## config.mk

```make
export PLATFORM = sky130hd
export DESIGN_NAME = input_debounce
export DESIGN_NICKNAME = d
export VERILOG_FILES = /design/src/rtl/input_debounce.sv
export SDC_FILE = /design/constraint.sdc
export NUM_CORES = 1
export LEC_CHECK = 0
export CAP_MARGIN = 40
export CORE_AREA = 2 2 40 46
export DETAILED_ROUTE_END_ITERATION = 7
export DIE_AREA = 0 0 42 48
export GPL_TIMING_DRIVEN = 0
export PLACE_DENSITY = 0.72
export SLEW_MARGIN = 25
export SYNTH_ARGS = -nofsm -noshare
export SYNTH_HDL_FRONTEND = slang
export SYNTH_SLANG_ARGS = --single-unit
```

## constraint.sdc

```tcl
create_clock -name clk -period 2.9 [get_ports clk]
set_input_delay 0.29 -clock clk [delete_from_list [all_inputs] [get_ports clk]]
set_output_delay 0.29 -clock clk [all_outputs]
set_load 0.02 [all_outputs]
```

## src/rtl/input_debounce.sv

```systemverilog
// input_debounce
//   Conditions a raw asynchronous 1-bit input before it reaches the capture
//   flop. The input is synchronised through a flop chain. A new level must then
//   hold for STABLE_CYCLES consecutive sampled cycles before the debounced
//   output follows it. Shorter pulses are rejected and counted.
//
//   State table:
//     state       | meaning
//     ST_STABLE   | synchronised input agrees with o, or o was just updated
//     ST_PENDING  | synchronised input differs from o; cnt counts how long
//
//   Ports:
//     clk         single clock, all state on posedge
//     rst         synchronous reset, active-high
//     i           raw input, asynchronous to clk
//     o           debounced level (flop)
//     rise        1-cycle pulse in the cycle o becomes 1
//     fall        1-cycle pulse in the cycle o becomes 0
//     glitch_cnt  saturating count of rejected pulses
module input_debounce #(
   parameter int   SYNC_STAGES   = 2,
   parameter int   STABLE_CYCLES = 4,
   parameter logic INIT_VAL      = 1'b0,
   parameter int   GLITCH_W      = 8
) (
   input  logic                clk,
   input  logic                rst,
   input  logic                i,
   output logic                o,
   output logic                rise,
   output logic                fall,
   output logic [GLITCH_W-1:0] glitch_cnt
);

   localparam int               CNT_W    = $clog2(STABLE_CYCLES + 1);
   localparam logic [CNT_W-1:0] CNT_LAST = CNT_W'(STABLE_CYCLES - 1);

   typedef enum logic {
      ST_STABLE  = 1'b0,
      ST_PENDING = 1'b1
   } state_t;

   logic [SYNC_STAGES-1:0] sync_q;
   logic                   s;
   state_t                 state_q, state_d;
   logic [CNT_W-1:0]       cnt_q, cnt_d;
   logic                   o_d;
   logic                   glitch_inc;

   // Only the first stage of this chain ever samples i.
   always_ff @(posedge clk) begin
      if (rst) begin
         sync_q <= {SYNC_STAGES{INIT_VAL}};
      end else begin
         sync_q <= {sync_q[SYNC_STAGES-2:0], i};
      end
   end

   assign s = sync_q[SYNC_STAGES-1];

   always_ff @(posedge clk) begin
      if (rst) begin
         state_q <= ST_STABLE;
         cnt_q   <= '0;
      end else begin
         state_q <= state_d;
         cnt_q   <= cnt_d;
      end
   end

   always_comb begin
      state_d    = state_q;
      cnt_d      = cnt_q;
      o_d        = o;
      glitch_inc = 1'b0;
      case (state_q)
         ST_STABLE: begin
            cnt_d = '0;
            if (s != o) begin
               // A one-cycle qualification window accepts the new level immediately.
               if (STABLE_CYCLES == 1) begin
                  o_d = s;
               end else begin
                  cnt_d   = CNT_W'(1);
                  state_d = ST_PENDING;
               end
            end
         end
         ST_PENDING: begin
            if (s == o) begin
               cnt_d      = '0;
               glitch_inc = 1'b1;
               state_d    = ST_STABLE;
            end else if (cnt_q == CNT_LAST) begin
               o_d     = s;
               cnt_d   = '0;
               state_d = ST_STABLE;
            end else begin
               cnt_d = cnt_q + CNT_W'(1);
            end
         end
         default: begin
            state_d = ST_STABLE;
            cnt_d   = '0;
         end
      endcase
   end

   // Edge pulses are registered together with o, so they line up with its new value.
   always_ff @(posedge clk) begin
      if (rst) begin
         o    <= INIT_VAL;
         rise <= 1'b0;
         fall <= 1'b0;
      end else begin
         o    <= o_d;
         rise <= o_d & ~o;
         fall <= ~o_d & o;
      end
   end

   always_ff @(posedge clk) begin
      if (rst) begin
         glitch_cnt <= '0;
      end else if (glitch_inc && (glitch_cnt != {GLITCH_W{1'b1}})) begin
         glitch_cnt <= glitch_cnt + GLITCH_W'(1);
      end
   end

endmodule

```

==> impl_results.md, run 1 <==
* Fin area at 896 um2
* FP Rows at 15
* Fin nets at 95
* Synth cell count leaders: 17 x dfxtp_1, 7 x nor2_1
* Crit-path max FO at 8
* Slowest CP cell: clkdlybuf4s50_1
* Minimum clock period at 1.70 ns
* Detail Placement HPWL at 915 um
* Post-synthesis cell type count at 31
* Syn Area/Cell at between 10 and 15 um2
* Internal cell power at between 0.0002 and 0.0003 W
* Die height at approximately 48 um
* CP Buf/Inv Count at 1
* Critical path, cell by cell: clkdlybuf4s50_1
* Number of max-cap violations at 0
* Power per cell area at 424 nW/um2
* Number of vias per cell at approximately 5.4
* Pins Over Slew Limit at 0
* Global-route wire length before repair at 1.97 mm
* CTS tree: built
* Share of synthesized flip-flops with an asynchronous set or reset at 0
* Post-Route Setup TNS at 0 ns
* Seq/Total Area, Yosys at 0.474
* Placed cell areas at between 800 and 900 um2
* Syn_nets at 77
* Synth warnings at 0
* CP Class: flop to output port
* Clk sinks at 17
* Largest net degree at the start of global routing at 11
* Per-cell routed wire length at 11.8 um
* Worst setup EP type: output port
* Initial antenna violation count at 0
* VDD IR max at 0.000379 V
* Gpl congestion at a little over 0.8
* Total CTS buffers at 3
* Tot GR Track Use at 0.136
* Final ANT Viol Nets at 0
* Final period util at 0.588
* Crit-path max cell delay at ~0.65 ns
* Via Count at around 570
* GRT overflow at 0
* Sw Ratio at 0.216
* Combinational Power Share at 0.042
* Leak pwr at 0.351 nW
* Initial Utilization at 0.472
* # DRC at 0
* Synth area leaders: dfxtp_1 47%, ha_1 5.2%, nor2_1 3.7%
* Outcome: finished clean
* Layout Skew at 0.00285 ns
* Crit path DAT at ~1.4 ns
* Most frequent cell after synthesis: dfxtp_1
* Clk slew on worst S/H paths at 0.09 ns
* Total die area at 2020 um2
* Hold_ws at roughly 0.45 ns
* Hold Buf Count CTS at 0
* Crit start category: flop
* Post-Syn Area at 718 um2
* Core Region at between 1500 and 2000 um2
* Post-CTS Resized at 0
* Prevailing post-synth register cell: dfxtp_1
* Clock Path Buffers at 2
* Area grow syn2layout at 24.7%
* Worst-Margin Slew at approximately 0.29 ns
* DRT iter0 DRCs at 4
* Share of layout cells above drive strength 1 at 0.114
* Ant. Diodes at 0
* Number of synthesized flops with an enable pin at 0
* CP required at 2.61 ns
* PortBufs at 13
* Final hold violations at 0
* Flop pwr share at 0.625
* Fill count at roughly 150
* Unrepaired setup endpoints after global routing: no
* Flip-flop and latch count after synthesis at 17
* Final setup fails at 0
* Fmax at ~0.6 GHz
* Post-CTS setup repair buffer count at 0
* Top cell type's share of synthesized area at 0.474
* Clock power share at 0.333
* I/O pin count at 14
* H-tree levels at 1
* Clk Latency, worst-skew pair at around 0.29 ns
* TritonRoute pass-1 iters at 2
* Clk root buf: clkbuf_4
* Detailed-route wire length at 1.24 mm
* Die Wd at 42 um
* Top Family by Delay on Critical Path: buffers and inverters
* Area leader, netlist: dfxtp_1
* Worst hold-check path type: flop to flop
* Vias in the first global route at 490
* Net Switching at 0.0000821 W
* Cell count after synthesis at 71
* Rel. slew slack at 0.806
==> state kept, by name, summed over array words and instances, names as in the netlist <==
signal      count
glitch_cnt      8
o               1
state_q         1
rise            1
cnt_q           3
sync_q          2
fall            1
==> per-layer routing <==
metal / GRT usage / vias up / part of all wire
met3: 0.0226 / 5 / 0.024
met5: 0 / - / 0
li1: - / 291 / -
met4: 0.116 / 0 / 0.034
met1: 0.155 / 262 / 0.46
met2: 0.231 / 8 / 0.48
==> cell usage in the layout (no fill, tap or decap), types with 2 or more instances in the layout <==
cell type,instances
a21oi_1,2
a31oi_1,3
and4b_1,2
clkbuf_4,3
clkdlybuf4s50_1,13
dfxtp_1,17
ha_1,3
inv_1,2
mux2i_1,2
nand2_1,3
nand3_1,2
nand4_1,3
nor2_1,7
nor2b_1,3
nor3_1,2
o21bai_1,2
xor2_1,2
==> power groups by stage <==
stage                     clock [W]  combinational (W)  sequential [W]
after floorplan                   0         0.00000879        0.000244
after global placement            0          0.0000157        0.000243
after detailed placement          0          0.0000160        0.000243
after CTS                  0.000127          0.0000161        0.000238
after global routing       0.000134          0.0000175        0.000238
final                      0.000127          0.0000158        0.000238
==> cell type report <==
cell class | instances | area [um2] | area share
plain buffers | 2 | 16.3 | 0.0182
clock buffers | 4 | 26.3 | 0.0293
inverters | 2 | 7.51 | 0.00838
multi-input cells | 50 | 354 | 0.395
flip-flops and latches | 17 | 340 | 0.380
well taps | 17 | 21.3 | 0.0237
repair buffers | 13 | 130 | 0.145
==> logic make-up after synthesis <==
group                      share of synthesized area
DFF                                            0.474
adders and majority gates                     0.0523
buffers and inverters                         0.0331
AOI/OAI and AO/OA                              0.117
muxes                                         0.0488
xor gates and xnor gates                      0.0366
and+or+nand+nor                                0.239
==> per-stage QoR <==
stage | utilization | power (W) | instances | worst slack (ns)
6_report | 0.589 | 0.000380 | 105 | 1.20
5_1_grt | 0.589 | 0.000389 | 105 | 1.15
4_1_cts | 0.589 | 0.000381 | 105 | 1.19
3_5_place_dp | 0.572 | 0.000259 | 101 | 1.47
3_3_place_gp | 0.572 | 0.000259 | 101 | 1.50
2_1_floorplan | - | 0.000252 | 71 | 1.45
==> final timing paths <==
check / start / endpoint / slack, ns / depth (start not counted)
setup / recovery: glitch_cnt[2] / glitch_cnt[2] / 1.20 / 1
hold / removal: cnt_q[0] / cnt_q[0] / 0.45 / 1
setup reg to reg: glitch_cnt[3] / glitch_cnt[3] / 1.51 / 4
hold reg to reg: cnt_q[0] / cnt_q[0] / 0.45 / 1
(Power assumes the default switching activity.)
==> inputs of run 2 (changes only) <==
--- a/config.mk
+++ b/config.mk
@@ -6,11 +6,11 @@
 export NUM_CORES = 1
 export LEC_CHECK = 0
 export CAP_MARGIN = 40
-export CORE_AREA = 2 2 40 46
+export CORE_AREA = 2 2 42 48
 export DETAILED_ROUTE_END_ITERATION = 7
-export DIE_AREA = 0 0 42 48
+export DIE_AREA = 0 0 44 50
 export GPL_TIMING_DRIVEN = 0
-export PLACE_DENSITY = 0.72
+export PLACE_DENSITY = 0.69
 export SLEW_MARGIN = 25
 export SYNTH_ARGS = -nofsm -noshare
 export SYNTH_HDL_FRONTEND = slang
==> constraint.sdc (replaced) <==
create_clock -name clk -period 1.5 [get_ports clk]
set_input_delay 0.15 -clock clk [delete_from_list [all_inputs] [get_ports clk]]
set_output_delay 0.15 -clock clk [all_outputs]
set_load 0.02 [all_outputs]
==> impl_results.md, run 2 (synthesized netlist as in run 1, its figures left out) <==
* Outcome: finished clean
* Worst R2R Start: glitch_cnt[3]
* Pins Over Slew Limit at 0
* Area grow syn2layout at 25.8%
* Crit start category: flop
* R2R Path End: glitch_cnt[3]
* CP Class: flop to output port
* Final ANT Viol Nets at 0
* Total CTS buffers at 3
* Clk root buf: clkbuf_4
* Unrepaired setup endpoints after global routing: no
* Fin area at around 900 um2
* Crit-path max FO at 4
* Hold Path Origin: i
* Hold Crit Endpoint: sync_q[0]
* Hold Buf Count CTS at 0
* Die height at 50 um
* R2r setup slk at 0.13 ns
* CP required at between 1 and 1.5 ns
* CP Buf/Inv Count at 1
* Initial Utilization at 0.417
* CTS tree: built
* Global-route wire length before repair at 2.15 mm
* Vias in the first global route at 544
* Per-cell routed wire length at ~11 um
* Via Count at 562
* Leak pwr at 0.445 nW
* Die Wd at 44 um
* Share of layout cells above drive strength 1 at 0.125
* Tot GR Track Use at 0.128
* FP Rows at 16
* Top flop regs: glitch_cnt x8, cnt_q x3, sync_q x2
* Crit path DAT at 1.28 ns
* Worst-Margin Slew at slightly below 0.3 ns
* Clock Path Buffers at 2
* DRT iter0 DRCs at 6
* Total die area at 2200 um2
* Commonest non-fill, non-tap cells in the layout: 16 x dfxtp_1, 7 x nor2_1, 5 x clkdlybuf4s50_1
* Placed cell areas at 871 um2
* # DRC at 0
* Largest Register: glitch_cnt
* Crit-path max cell delay at 0.62 ns
* Max reg flops at 8
* Number of max-cap violations at 0
* TritonRoute pass-1 iters at 4
* I/O pin count at 14
* Worst hold-check path type: input port to flop
* Initial antenna violation count at 0
* Worst setup EP type: output port
* Final setup fails at 0
* Clk slew on worst S/H paths at 0.09 ns
* Layout Skew at 0.00453 ns
* Final period util at 0.956
* H-tree levels at 1
* Number of vias per cell at approximately 5.3
* GRT overflow at 0
* Critical path, cell by cell: clkdlybuf4s50_1
* Top Family by Delay on Critical Path: buffers and inverters
* Power per cell area at 801 nW/um2
* Fmax at 0.697 GHz
* Slowest CP cell: clkdlybuf4s50_1
* Core Region at 1720 um2
* Clk sinks at 17
* Hold path depth at 2
* Final hold violations at 0
* PortBufs at 13
* Final Power at 0.000723 W
* Final Core Density at 0.525
* Commonest non-fill, non-tap cell in the layout: dfxtp_1
* Rel. slew slack at 0.804
* Reg2Reg Depth at 4
* Detailed-route wire length at around 1.2 mm
* Largest net degree at the start of global routing at 11
* Fin nets at 95
* Ant. Diodes at 0
* Gpl congestion at 0.789
* Detail Placement HPWL at 907 um
* Clk Latency, worst-skew pair at 0.28 ns
* VDD IR max at about 0.00044 V
* Post-Route Setup TNS at 0 ns
* Minimum clock period at 1.43 ns
-- run 2: changes by cell type in the layout (fill, tap and decap cells not counted), sizes merged --
cell / previous run / this run
dlymetal6s2s: 0 / 4
clkdlybuf4s50: 13 / 5
dlygate4sd2: 0 / 4
-- run 2: how the worst max path moves through the flow --
stage	from	to	slack, ns	cells after the start
floorplan	glitch_cnt[3]	glitch_cnt[3]	0.05	4
global placement	glitch_cnt[3]	glitch_cnt[3]	0.13	4
detailed placement	glitch_cnt[3]	glitch_cnt[3]	0.13	4
CTS	glitch_cnt[6]	glitch_cnt[6]	0.005	1
global route	glitch_cnt[1]	glitch_cnt[1]	0.006	1
finish	glitch_cnt[1]	glitch_cnt[1]	0.07	1
-- run 2: area by class of cell --
class	instances	area (um2)
Clock buffer	4	26.3
Inverter	2	7.51
Tap cell	18	22.5
Multi-Input combinational cell	50	354
Sequential cell	17	342
Timing Repair Buffer	13	135
Buffer	2	16.3
Fill cell	177	818
-- run 2: metrics by stage --
step / std cells / hold slack [ns] / worst slack, ns
2_1_floorplan: 71 / 0.278 / 0.0505
3_3_place_gp: 102 / 0.418 / 0.132
3_5_place_dp: 102 / 0.446 / 0.129
4_1_cts: 106 / 0.396 / 0.00482
5_1_grt: 106 / 0.419 / 0.00614
6_report: 106 / 0.410 / 0.0660
-- run 2: timing repair --
action                     4_1_cts  5_1_grt
pin swaps                        0        1
resized for setup                4        5
gates cloned                     0        0
setup endpoints to repair        4        5
setup buffers                    0        0
-- run 2: power breakdown --
part           switching [W]  internal (W)
Sequential        0.00000349      0.000456
Combinational      0.0000146     0.0000157
Clock               0.000130      0.000103
Total               0.000148      0.000575
-- run 2: routing by layer --
layer | part of all wire | GRT usage | routed length (um) | vias up
li1 | - | - | - | 292
met1 | 0.46 | 0.148 | 533 | 256
met2 | 0.50 | 0.213 | 583 | 10
met3 | 0.020 | 0.0220 | 23 | 4
met4 | 0.019 | 0.0758 | 22 | 0
met5 | 0 | 0 | 0 | -
-- run 2: worst register-to-register path, delay by kind of cell (launching register included) --
family / cells / cell delay (ns)
muxes: 1 / 0.29
DFF: 1 / 0.42
AOI/OAI and AO/OA: 1 / 0.23
and+or+nand+nor: 2 / 0.33
==> inputs of run 3 (changes only) <==
--- a/config.mk
+++ b/config.mk
@@ -6,11 +6,13 @@
 export NUM_CORES = 1
 export LEC_CHECK = 0
 export CAP_MARGIN = 40
-export CORE_AREA = 2 2 42 48
+export CELL_PAD_IN_SITES_DETAIL_PLACEMENT = 1
+export CELL_PAD_IN_SITES_GLOBAL_PLACEMENT = 1
+export CORE_AREA = 2 2 48 54
 export DETAILED_ROUTE_END_ITERATION = 7
-export DIE_AREA = 0 0 44 50
+export DIE_AREA = 0 0 50 56
 export GPL_TIMING_DRIVEN = 0
-export PLACE_DENSITY = 0.69
+export PLACE_DENSITY_LB_ADDON = 0.1
 export SLEW_MARGIN = 25
 export SYNTH_ARGS = -nofsm -noshare
 export SYNTH_HDL_FRONTEND = slang
==> impl_results.md, run 3 (synthesized netlist as in run 1, its figures left out) <==
* Outcome: finished clean
* Power per cell area at 806 nW/um2
* Largest net degree at the start of global routing at 11
* Final period util at 0.962
* Clock Path Buffers at 2
* R2R Path End: glitch_cnt[3]
* Area grow syn2layout at 26.8%
* Gpl congestion at ~0.73
* WP depth at 1
* Min setup slack post-route at approximately 0.056 ns
* TritonRoute pass-1 iters at 4
* Layout Skew at between 0.004 and 0.005 ns
* Final hold violations at 0
* Slowest CP cell: clkdlybuf4s50_1
* Minimum clock period at 1.44 ns
* Max reg flops at 8
* Detail Placement HPWL at 1.09 mm
* Final ANT Viol Nets at 0
* Top flop regs: glitch_cnt x8, cnt_q x3, sync_q x2
* Core Region at between 2000 and 2500 um2
* Unrepaired setup endpoints after global routing: no
* Crit-path max FO at 4
* Total CTS buffers at 3
* Number of max-cap violations at 0
* I/O pin count at 14
* CP Buf/Inv Count at 1
* Share of layout cells above drive strength 1 at 0.125
* Hold Buf Count CTS at 0
* Critical Path Sink: glitch_cnt[1]
* # DRC at 0
* PortBufs at 13
* Vias in the first global route at 570
* Tot GR Track Use at 0.117
* Crit path DAT at 1.29 ns
* Worst R2R Start: glitch_cnt[3]
* GRT overflow at 0
* Number of vias per cell at 4.96
* Initial antenna violation count at 0
* Leak pwr at about 0.42 nW
* CP required at 1.35 ns
* Initial Utilization at 0.322
* Crit start category: flop
* R2r setup slk at 0.10 ns
* Via Count at 585
* Detailed-route wire length at 1.49 mm
* Inst Count DP at 114
* Worst hold-check path type: input port to flop
* Ant. Diodes at 0
* Top Family by Delay on Critical Path: buffers and inverters
* Rel. slew slack at 0.802
* Reg2Reg Depth at 4
* Per-cell routed wire length at 12.6 um
* DRT iter0 DRCs at 6
* Worst setup EP type: output port
* Placed cell areas at 886 um2
* Pins Over Slew Limit at 0
* CP Class: flop to output port
* Post-Route Setup TNS at 0 ns
* Commonest non-fill, non-tap cell in the layout: dfxtp_1
* Worst-Margin Slew at between 0.2 and 0.3 ns
* Clk sinks at 17
* Fin area at approximately 900 um2
* Clk slew on worst S/H paths at about 0.090 ns
* H-tree levels at 1
* Final Power at 0.000734 W
* Final cell count without fillers at around 120
* Fin nets at 95
* FP Rows at 18
* VDD IR max at ~0.00045 V
* Commonest non-fill, non-tap cells in the layout: 16 x dfxtp_1, 7 x nor2_1, 6 x dlygate4sd2_1
* Clk Latency, worst-skew pair at 0.29 ns
* Total die area at 2800 um2
* Largest Register: glitch_cnt
* Worst setup path start: glitch_cnt[1]
* Global-route wire length before repair at 2.50 mm
* Pre-CTS WS at about 0.11 ns
* Die Wd at 50 um
* Final setup fails at 0
* Critical path, cell by cell: clkdlybuf4s50_1
* Crit-path max cell delay at 0.62 ns
* CTS tree: built
* Fmax at 0.693 GHz
* Clk root buf: clkbuf_4
* Die height at about 56 um
==> run 3: power by group <==
| group | leakage [nW] | switching [W] | total (W) | internal, W |
|---|---|---|---|---|
| clock | 0.0150 | 0.000140 | 0.000244 | 0.000103 |
| combinational | 0.265 | 0.0000149 | 0.0000301 | 0.0000152 |
| sequential | 0.138 | 0.00000365 | 0.000460 | 0.000456 |
| total | 0.418 | 0.000159 | 0.000734 | 0.000575 |
==> run 3: worst min path at each step <==
| stage | from | end | slack, ns | depth (start not counted) |
|---|---|---|---|---|
| floorplan | i | sync_q[0] | 0.28 | 1 |
| global placement | sync_q[0] | sync_q[1] | 0.43 | 1 |
| detailed placement | sync_q[0] | sync_q[1] | 0.43 | 1 |
| CTS | i | sync_q[0] | 0.39 | 2 |
| global route | i | sync_q[0] | 0.42 | 2 |
| finish | i | sync_q[0] | 0.41 | 2 |
==> run 3: final cells by class <==
type	instances	area [um2]
fill	256	1320
multi-input combinational	50	354
sequential	17	342
timing repair buffer	13	128
tap	30	37.5
clock buffer	4	26.3
buffer	2	16.3
inverter	2	7.51
==> run 3: timing repair <==
action	CTS	global route
resized for setup	6	3
pin swaps	0	1
endpoints found under the setup margin	6	3
setup buffers	0	0
==> run 3: per-layer routing <==
| layer | track usage | wire length (um) | vias to the layer above |
|---|---|---|---|
| met5 | 0 | 0 | - |
| met3 | 0.0242 | 42 | 4 |
| met2 | 0.197 | 773 | 9 |
| met1 | 0.128 | 638 | 281 |
| met4 | 0.0833 | 34 | 0 |
| li1 | - | - | 291 |
==> run 3: metrics by stage <==
stage	util	hold WS, ns
floorplan	-	0.278
global placement	0.397	0.428
detailed placement	0.397	0.431
CTS	0.406	0.393
global route	0.409	0.422
finish	0.409	0.407
